## config.mk

```make
export PLATFORM = sky130hd
export DESIGN_NAME = ap_ctrl_perf_monitor
export DESIGN_NICKNAME = d
export VERILOG_FILES = /design/src/rtl/ap_ctrl_perf_monitor.sv
export SDC_FILE = /design/constraint.sdc
export NUM_CORES = 2
export LEC_CHECK = 0
export ABC_AREA = 1
export CAP_MARGIN = 20
export CELL_PAD_IN_SITES_DETAIL_PLACEMENT = 0
export CELL_PAD_IN_SITES_GLOBAL_PLACEMENT = 1
export CORE_MARGIN = 2
export CORE_UTILIZATION = 35
export DETAILED_ROUTE_END_ITERATION = 8
export PLACE_DENSITY = 0.71
export SLEW_MARGIN = 20
export SYNTH_ARGS = -nofsm -noshare
export SYNTH_HDL_FRONTEND = slang
export SYNTH_SLANG_ARGS = --single-unit
```

## constraint.sdc

```tcl
create_clock -name clock -period 10.1 [get_ports clock]
set_input_delay 2.02 -clock clock [delete_from_list [all_inputs] [get_ports clock]]
set_output_delay 2.02 -clock clock [all_outputs]
set_load 0.01 [all_outputs]
```

## src/rtl/ap_ctrl_perf_monitor.sv

```systemverilog
// Per-channel performance monitor for HLS ap_ctrl handshakes.
// Counts activity, records latency statistics, and serves them through a registered read port.
module ap_ctrl_perf_monitor #(
    parameter int unsigned NUM_CH = 5,
    parameter int unsigned CNT_W  = 32,
    parameter int unsigned LAT_W  = 16,
    parameter int unsigned CH_W   = (NUM_CH > 1) ? $clog2(NUM_CH) : 1
) (
    input  logic              clock,
    input  logic              reset,
    input  logic [NUM_CH-1:0] ap_start,
    input  logic [NUM_CH-1:0] ap_ready,
    input  logic [NUM_CH-1:0] ap_done,
    input  logic [NUM_CH-1:0] ap_continue,
    input  logic              finish,
    input  logic              clear,
    input  logic              rd_en,
    input  logic [CH_W-1:0]   rd_ch,
    input  logic [2:0]        rd_sel,
    output logic [CNT_W-1:0]  rd_data,
    output logic              rd_valid,
    output logic [NUM_CH-1:0] overflow
);

    typedef enum logic [1:0] {StIdle, StBusy, StDoneWait} state_e;

    function automatic logic [CNT_W-1:0] sat_inc(input logic [CNT_W-1:0] v);
        return (&v) ? v : v + 1'b1;
    endfunction

    logic              frozen_q;
    logic [CNT_W-1:0]  start_cnt [NUM_CH];
    logic [CNT_W-1:0]  done_cnt  [NUM_CH];
    logic [CNT_W-1:0]  busy_cyc  [NUM_CH];
    logic [CNT_W-1:0]  stall_cyc [NUM_CH];
    logic [CNT_W-1:0]  idle_cyc  [NUM_CH];
    logic [LAT_W-1:0]  last_lat  [NUM_CH];
    logic [LAT_W-1:0]  min_lat   [NUM_CH];
    logic [LAT_W-1:0]  max_lat   [NUM_CH];
    logic [NUM_CH-1:0] ovf_w;

    always_ff @(posedge clock) begin
        if (!reset || clear) begin
            frozen_q <= 1'b0;
        end else if (finish) begin
            frozen_q <= 1'b1;
        end
    end

    for (genvar c = 0; c < NUM_CH; c++) begin : g_ch
        state_e           state_q, state_d;
        logic [LAT_W-1:0] lat_q, lat_d, lat_inc, rec_val;
        logic [LAT_W-1:0] last_q, min_q, max_q;
        logic [CNT_W-1:0] start_q, done_q, busy_q, stall_q, idle_q;
        logic [CNT_W-1:0] start_n, done_n, busy_n, stall_n, idle_n;
        logic             rec, start_inc, busy_inc, stall_inc, idle_inc, sat_hit, ovf_q;

        always_comb begin
            lat_inc = (&lat_q) ? lat_q : lat_q + 1'b1;
            state_d = state_q;
            lat_d   = lat_q;
            rec     = 1'b0;
            rec_val = lat_q;
            unique case (state_q)
                StIdle: begin
                    if (ap_start[c]) begin
                        if (!ap_done[c]) begin
                            state_d = StBusy;
                            lat_d   = LAT_W'(1);
                        end else if (ap_continue[c]) begin
                            rec     = 1'b1;
                            rec_val = LAT_W'(1);
                        end else begin
                            state_d = StDoneWait;
                            lat_d   = LAT_W'(1);
                        end
                    end
                end
                StBusy: begin
                    lat_d = lat_inc;
                    if (ap_done[c]) begin
                        if (ap_continue[c]) begin
                            rec     = 1'b1;
                            rec_val = lat_inc;
                            if (ap_start[c]) begin
                                lat_d = LAT_W'(1);
                            end else begin
                                state_d = StIdle;
                            end
                        end else begin
                            state_d = StDoneWait;
                        end
                    end
                end
                StDoneWait: begin
                    if (ap_continue[c]) begin
                        rec     = 1'b1;
                        rec_val = lat_q;
                        if (ap_start[c]) begin
                            state_d = StBusy;
                            lat_d   = LAT_W'(1);
                        end else begin
                            state_d = StIdle;
                        end
                    end
                end
                default: state_d = StIdle;
            endcase

            start_inc = ap_start[c] & ap_ready[c];
            busy_inc  = (state_q == StBusy) || ((state_q == StIdle) && ap_start[c]);
            stall_inc = (state_q == StDoneWait);
            idle_inc  = (state_q == StIdle) && !ap_start[c];
            start_n   = sat_inc(start_q);
            done_n    = sat_inc(done_q);
            busy_n    = sat_inc(busy_q);
            stall_n   = sat_inc(stall_q);
            idle_n    = sat_inc(idle_q);
            // A counter that reaches all ones through an increment marks the channel saturated.
            sat_hit   = (start_inc && (&start_n)) || (rec && (&done_n)) ||
                        (busy_inc && (&busy_n)) || (stall_inc && (&stall_n)) ||
                        (idle_inc && (&idle_n));
        end

        always_ff @(posedge clock) begin
            if (!reset || clear) begin
                state_q <= StIdle;
                lat_q   <= '0;
                last_q  <= '0;
                min_q   <= '1;
                max_q   <= '0;
                start_q <= '0;
                done_q  <= '0;
                busy_q  <= '0;
                stall_q <= '0;
                idle_q  <= '0;
                ovf_q   <= 1'b0;
            end else if (!frozen_q) begin
                state_q <= state_d;
                lat_q   <= lat_d;
                if (rec) begin
                    last_q <= rec_val;
                    min_q  <= (rec_val < min_q) ? rec_val : min_q;
                    max_q  <= (rec_val > max_q) ? rec_val : max_q;
                    done_q <= done_n;
                end
                if (start_inc) start_q <= start_n;
                if (busy_inc)  busy_q  <= busy_n;
                if (stall_inc) stall_q <= stall_n;
                if (idle_inc)  idle_q  <= idle_n;
                if (sat_hit)   ovf_q   <= 1'b1;
            end
        end

        assign start_cnt[c] = start_q;
        assign done_cnt[c]  = done_q;
        assign busy_cyc[c]  = busy_q;
        assign stall_cyc[c] = stall_q;
        assign idle_cyc[c]  = idle_q;
        assign last_lat[c]  = last_q;
        assign min_lat[c]   = min_q;
        assign max_lat[c]   = max_q;
        assign ovf_w[c]     = ovf_q;
    end

    logic [CNT_W-1:0] rd_mux;
    logic [CNT_W-1:0] rd_data_q;
    logic             rd_valid_q;

    always_comb begin
        rd_mux = '0;
        if (32'(rd_ch) < NUM_CH) begin
            case (rd_sel)
                3'd0:    rd_mux = start_cnt[rd_ch];
                3'd1:    rd_mux = done_cnt[rd_ch];
                3'd2:    rd_mux = busy_cyc[rd_ch];
                3'd3:    rd_mux = stall_cyc[rd_ch];
                3'd4:    rd_mux = idle_cyc[rd_ch];
                3'd5:    rd_mux = CNT_W'(last_lat[rd_ch]);
                3'd6:    rd_mux = CNT_W'(min_lat[rd_ch]);
                default: rd_mux = CNT_W'(max_lat[rd_ch]);
            endcase
        end
    end

    always_ff @(posedge clock) begin
        if (!reset || clear) begin
            rd_data_q  <= '0;
            rd_valid_q <= 1'b0;
        end else begin
            rd_valid_q <= rd_en;
            if (rd_en) rd_data_q <= rd_mux;
        end
    end

    assign rd_data  = rd_data_q;
    assign rd_valid = rd_valid_q;
    assign overflow = ovf_w;

endmodule

```

==> summary.md <==
| Metric | Value |
|---|---|
| Status | completed |
| CP arrival | 6.40 ns |
| # IOs | 69 |
| Share of layout cells above drive strength 1 | 3.60% |
| Worst-case reg-to-reg path depth | 17 |
| Post-CTS setup buffer count | 0 |
| Area share of the largest cell type after synthesis | 26.9% |
| Hold Path Cell Cnt | 2 |
| Pre-CTS setup slack | 3.58 ns |
| Routability cong. | 0.987 |
| Initial Utilization | 35.1% |
| Drt wl/cell | 21.0 microns |
| Top post-synthesis cells by area | dfxtp_1 27%, nand2_1 16%, inv_1 8.8% |
| HP Start | g_ch[1].ovf_q |
| Post-synthesis sequential area ratio | 26.9% |
| Worst r2r dst | g_ch[1].max_q[8] |
| Setup violations, final | 0 |
| MaxCap Viol Count | 0 |
| RSZ-0062 raised after global routing | no |
| Most instantiated cells after synthesis | 3,621 x nand2_1, 2,041 x inv_1, 1,710 x nor2_1 |
| Nets | 14,700 |
| Number of flops mapped to enable cells by yosys | 0 |
| Yosys warns | 0 |
| Initial antenna violation count | 23 |
| Synth unique cells | 63 |
| Crit path cell chain | clkdlybuf4s50_1 > nand2_4 > inv_2 > nand2_1 > inv_1 > o21ai_1 > inv_1 > o21ai_0 > inv_1 > a22oi_1 > ha_1 > nand2_1 > nor4_1 > a31oi_1 > nand2_1 > clkinv_1 > o21ai_0 > a21oi_1 |
| CTS sink cnt | 1,169 |
| Vias/cell | 5.27 |
| Worst setup EP type | flip-flop |
| Vias in the first global route | 86,800 |
| Worst Setup Start Kind | input pin |
| Detailed Routing Iterations Pass 1 | 9 |
| Power density over the cells | 132 nW/um^2 |
| CTS tree | yes |
| Crit Path Max Fanout | 23 |
| Synthesized area | 87,000 sq um |
| Estimated wirelength of the detail-placed design | 291,000 microns |
| CTS clk-pin slew, worst paths | 0.05 ns |
| Worst skew pair latency | 0.84 ns |
| Final setup skew | 0.0544 ns |
| F_max | 0.176 GHz |
| DIE HEIGHT | 503 microns |
| Most used DFF post-synth | dfxtp_1 |
| Crit Reg-Reg Startpoint | g_ch[1].state_q[1] |
| Post-route setup slack | 4.42 ns |
| Total power | 12.6 mW |
| VDD IR max | 166 uV |
| Hold Path Sink | g_ch[1].ovf_q |
| DRC | 0 |
| WS Path Type | input pin to flip-flop |
| Total congestion overflow | 0 |
| First-pass GRT wire length | 558,000 microns |
| Worst EP required | 10.82 ns |
| Port bufs | 68 |
| Most frequent cell after synthesis | nand2_1 |
| DR iter-0 viols | 9,158 |
| Pins Over Slew Limit | 0 |
| Slowest CP cell | clkdlybuf4s50_1 |
| Largest net degree at the start of global routing | 178 |
| Area of the core | 248,000 sq um |
| Max-slew headroom at the worst pin | 15.2% |
| Mean Syn Cell Area | 5.89 sq um |
| Final period utilization | 56.3% |
| Dpl cells | 17,600 |
| Root Buffer | clkbuf_16 |
| CTS Hold Buffers Added | 0 |
| CTS HTree Levels | 4 |
| Final Hold Fails | 0 |
| Async SR Flop Fraction | 0% |
| Setup TNS | 0 ns |
| Hold Crit Class | flip-flop to flip-flop |
| Die X | 503 microns |
| Cell taking the most area after synthesis | dfxtp_1 |
| Global Route Usage Sum | 28.8% |
| Layout Cells excl Fill | 17,900 |
| Slew @ Worst Pin | 1.26 ns |
| Number of synthesized register bits | 1,169 |
| Die ar. | 253,000 sq um |
| FF-to-FF setup slack | 5.24 ns |
| Drt total wl | 375,000 microns |
| Leak | 41.9 nW |
| Min Tclk post-route | 5.68 ns |
| Area Overhead vs Synth | 9.71% |
| Synthesized netlist cell count | 14,800 |
| Total CTS buffers | 155 |
| Row cnt | 183 |
| Post-CTS resize count | 0 |
| Via count | 94,400 |
| Syn Nets | 15,000 |
| # fillers | 27,800 |
| Clk buf depth | 3 |
| Crit-path max cell delay | 0.63 ns |
| ANT nets after route | 0 |
==> cell usage in the layout, fill, tap and decap left out, types with 9 or more instances in the layout <==
master and n:
nand2_1 3620, inv_1 2035, nor2_1 1703, o21ai_0 1529, a21oi_1 1392, dfxtp_1 1168, nand3_1 928, xor2_1 413
o211ai_1 322, ha_1 185, clkbuf_16 158, nor3_1 139, nand4_1 123, buf_4 90, clkdlybuf4s50_1 64, a31oi_1 57
o21bai_1 48, clkbuf_8 38, inv_2 37, nor2_2 36, xnor2_1 35, a211oi_1 31, nand2_2 27, nor4_1 26
nand3b_1 25, clkinv_2 23, clkbuf_1 23, o221ai_1 18, o311ai_0 18, a221oi_1 17, nor2_4 16, o22ai_1 16
o21ai_1 15, a21o_1 14, bufinv_16 14, o21a_1 13, a22oi_1 12, a32o_1 11, diode_2 9, nand2_4 9
==> routing by layer <==
metal / up-vias / GRT usage, % / share of wire, %
met5: - / 0 / 0.030
met4: 16 / 11.8 / 4.4
met3: 531 / 4.12 / 7.1
met2: 3019 / 44.5 / 43
met1: 43400 / 40.0 / 45
li1: 47400 / - / -
==> registers in the layout, indices dropped and copies added, names as in the netlist <==
register and flops:
g_ch.state_q 10, frozen_q 1, g_ch.idle_q 160, g_ch.last_q 80, g_ch.busy_q 160, rd_data 32
g_ch.start_q 160, g_ch.done_q 160, g_ch.stall_q 160, g_ch.max_q 80, g_ch.ovf_q 5, g_ch.min_q 80
rd_valid 1, g_ch.lat_q 80
==> worst max-delay path: cells and delay by family <==
family	cells	cell delay (ns)
AO/OA/AOI/OAI	6	1.44
adder cells (fa/ha/maj)	1	0.20
buffers and inverters	6	1.46
AND/OR/NAND/NOR	5	1.27
==> cell families (layout without fill, tap and decap cells) <==
| family | Yosys count | in the layout | synth area share (%) |
|---|---|---|---|
| AO/OA/AOI/OAI | 3539 | 3539 | 22.2 |
| XOR/XNOR | 448 | 448 | 4.51 |
| adder cells (fa/ha/maj) | 185 | 185 | 2.66 |
| buffers and inverters | 2749 | 2529 | 12.2 |
| flip-flops | 1169 | 1169 | 26.9 |
| multiplexers | 1 | 1 | 0.0115 |
| other | 0 | 9 | 0 |
| AND/OR/NAND/NOR | 6693 | 6693 | 31.6 |
==> how the worst max path moves through the flow <==
stage,end,cells after the start,startpoint,slack (ns)
floorplan,g_ch[0].min_q[12],15,ap_continue[0],5.38
global placement,g_ch[4].max_q[11],19,ap_continue[4],3.70
detailed placement,g_ch[4].max_q[15],13,ap_continue[4],3.58
CTS,g_ch[4].max_q[15],13,ap_continue[4],4.48
global route,g_ch[4].max_q[0],18,ap_continue[4],3.85
finish,g_ch[4].max_q[15],18,ap_continue[4],4.42
==> layout make-up <==
cell class                      instances  area [sq um]  share of cell area [%]
Sequential cell                      1169         23400                    24.5
Clock buffer                          218          4550                    4.77
Multi-Input combinational cell      10900         53100                    55.6
Tap cell                             3330          4170                    4.36
Antenna cell                            9          22.5                  0.0236
Inverter                             2084          7850                    8.23
Clock inverter                         57           778                   0.815
Timing Repair Buffer                  170          1610                    1.69
==> report_power, final <==
group / total [mW] / internal (mW) / leakage [nW] / switching, mW
Combinational: 1.69 / 0.444 / 29.8 / 1.25
Clock: 5.91 / 3.50 / 2.61 / 2.41
Sequential: 5.03 / 4.79 / 9.49 / 0.245
==> through the flow <==
step,util [%],hold slack (ns),area (sq um)
final,38.5,0.448,95500
after global routing,38.5,0.478,95400
after CTS,38.5,0.450,95400
after detailed placement,36.3,0.442,90100
after global placement,36.3,0.438,90000
after floorplan,-,0.429,87000
(Power assumes the default switching activity.)
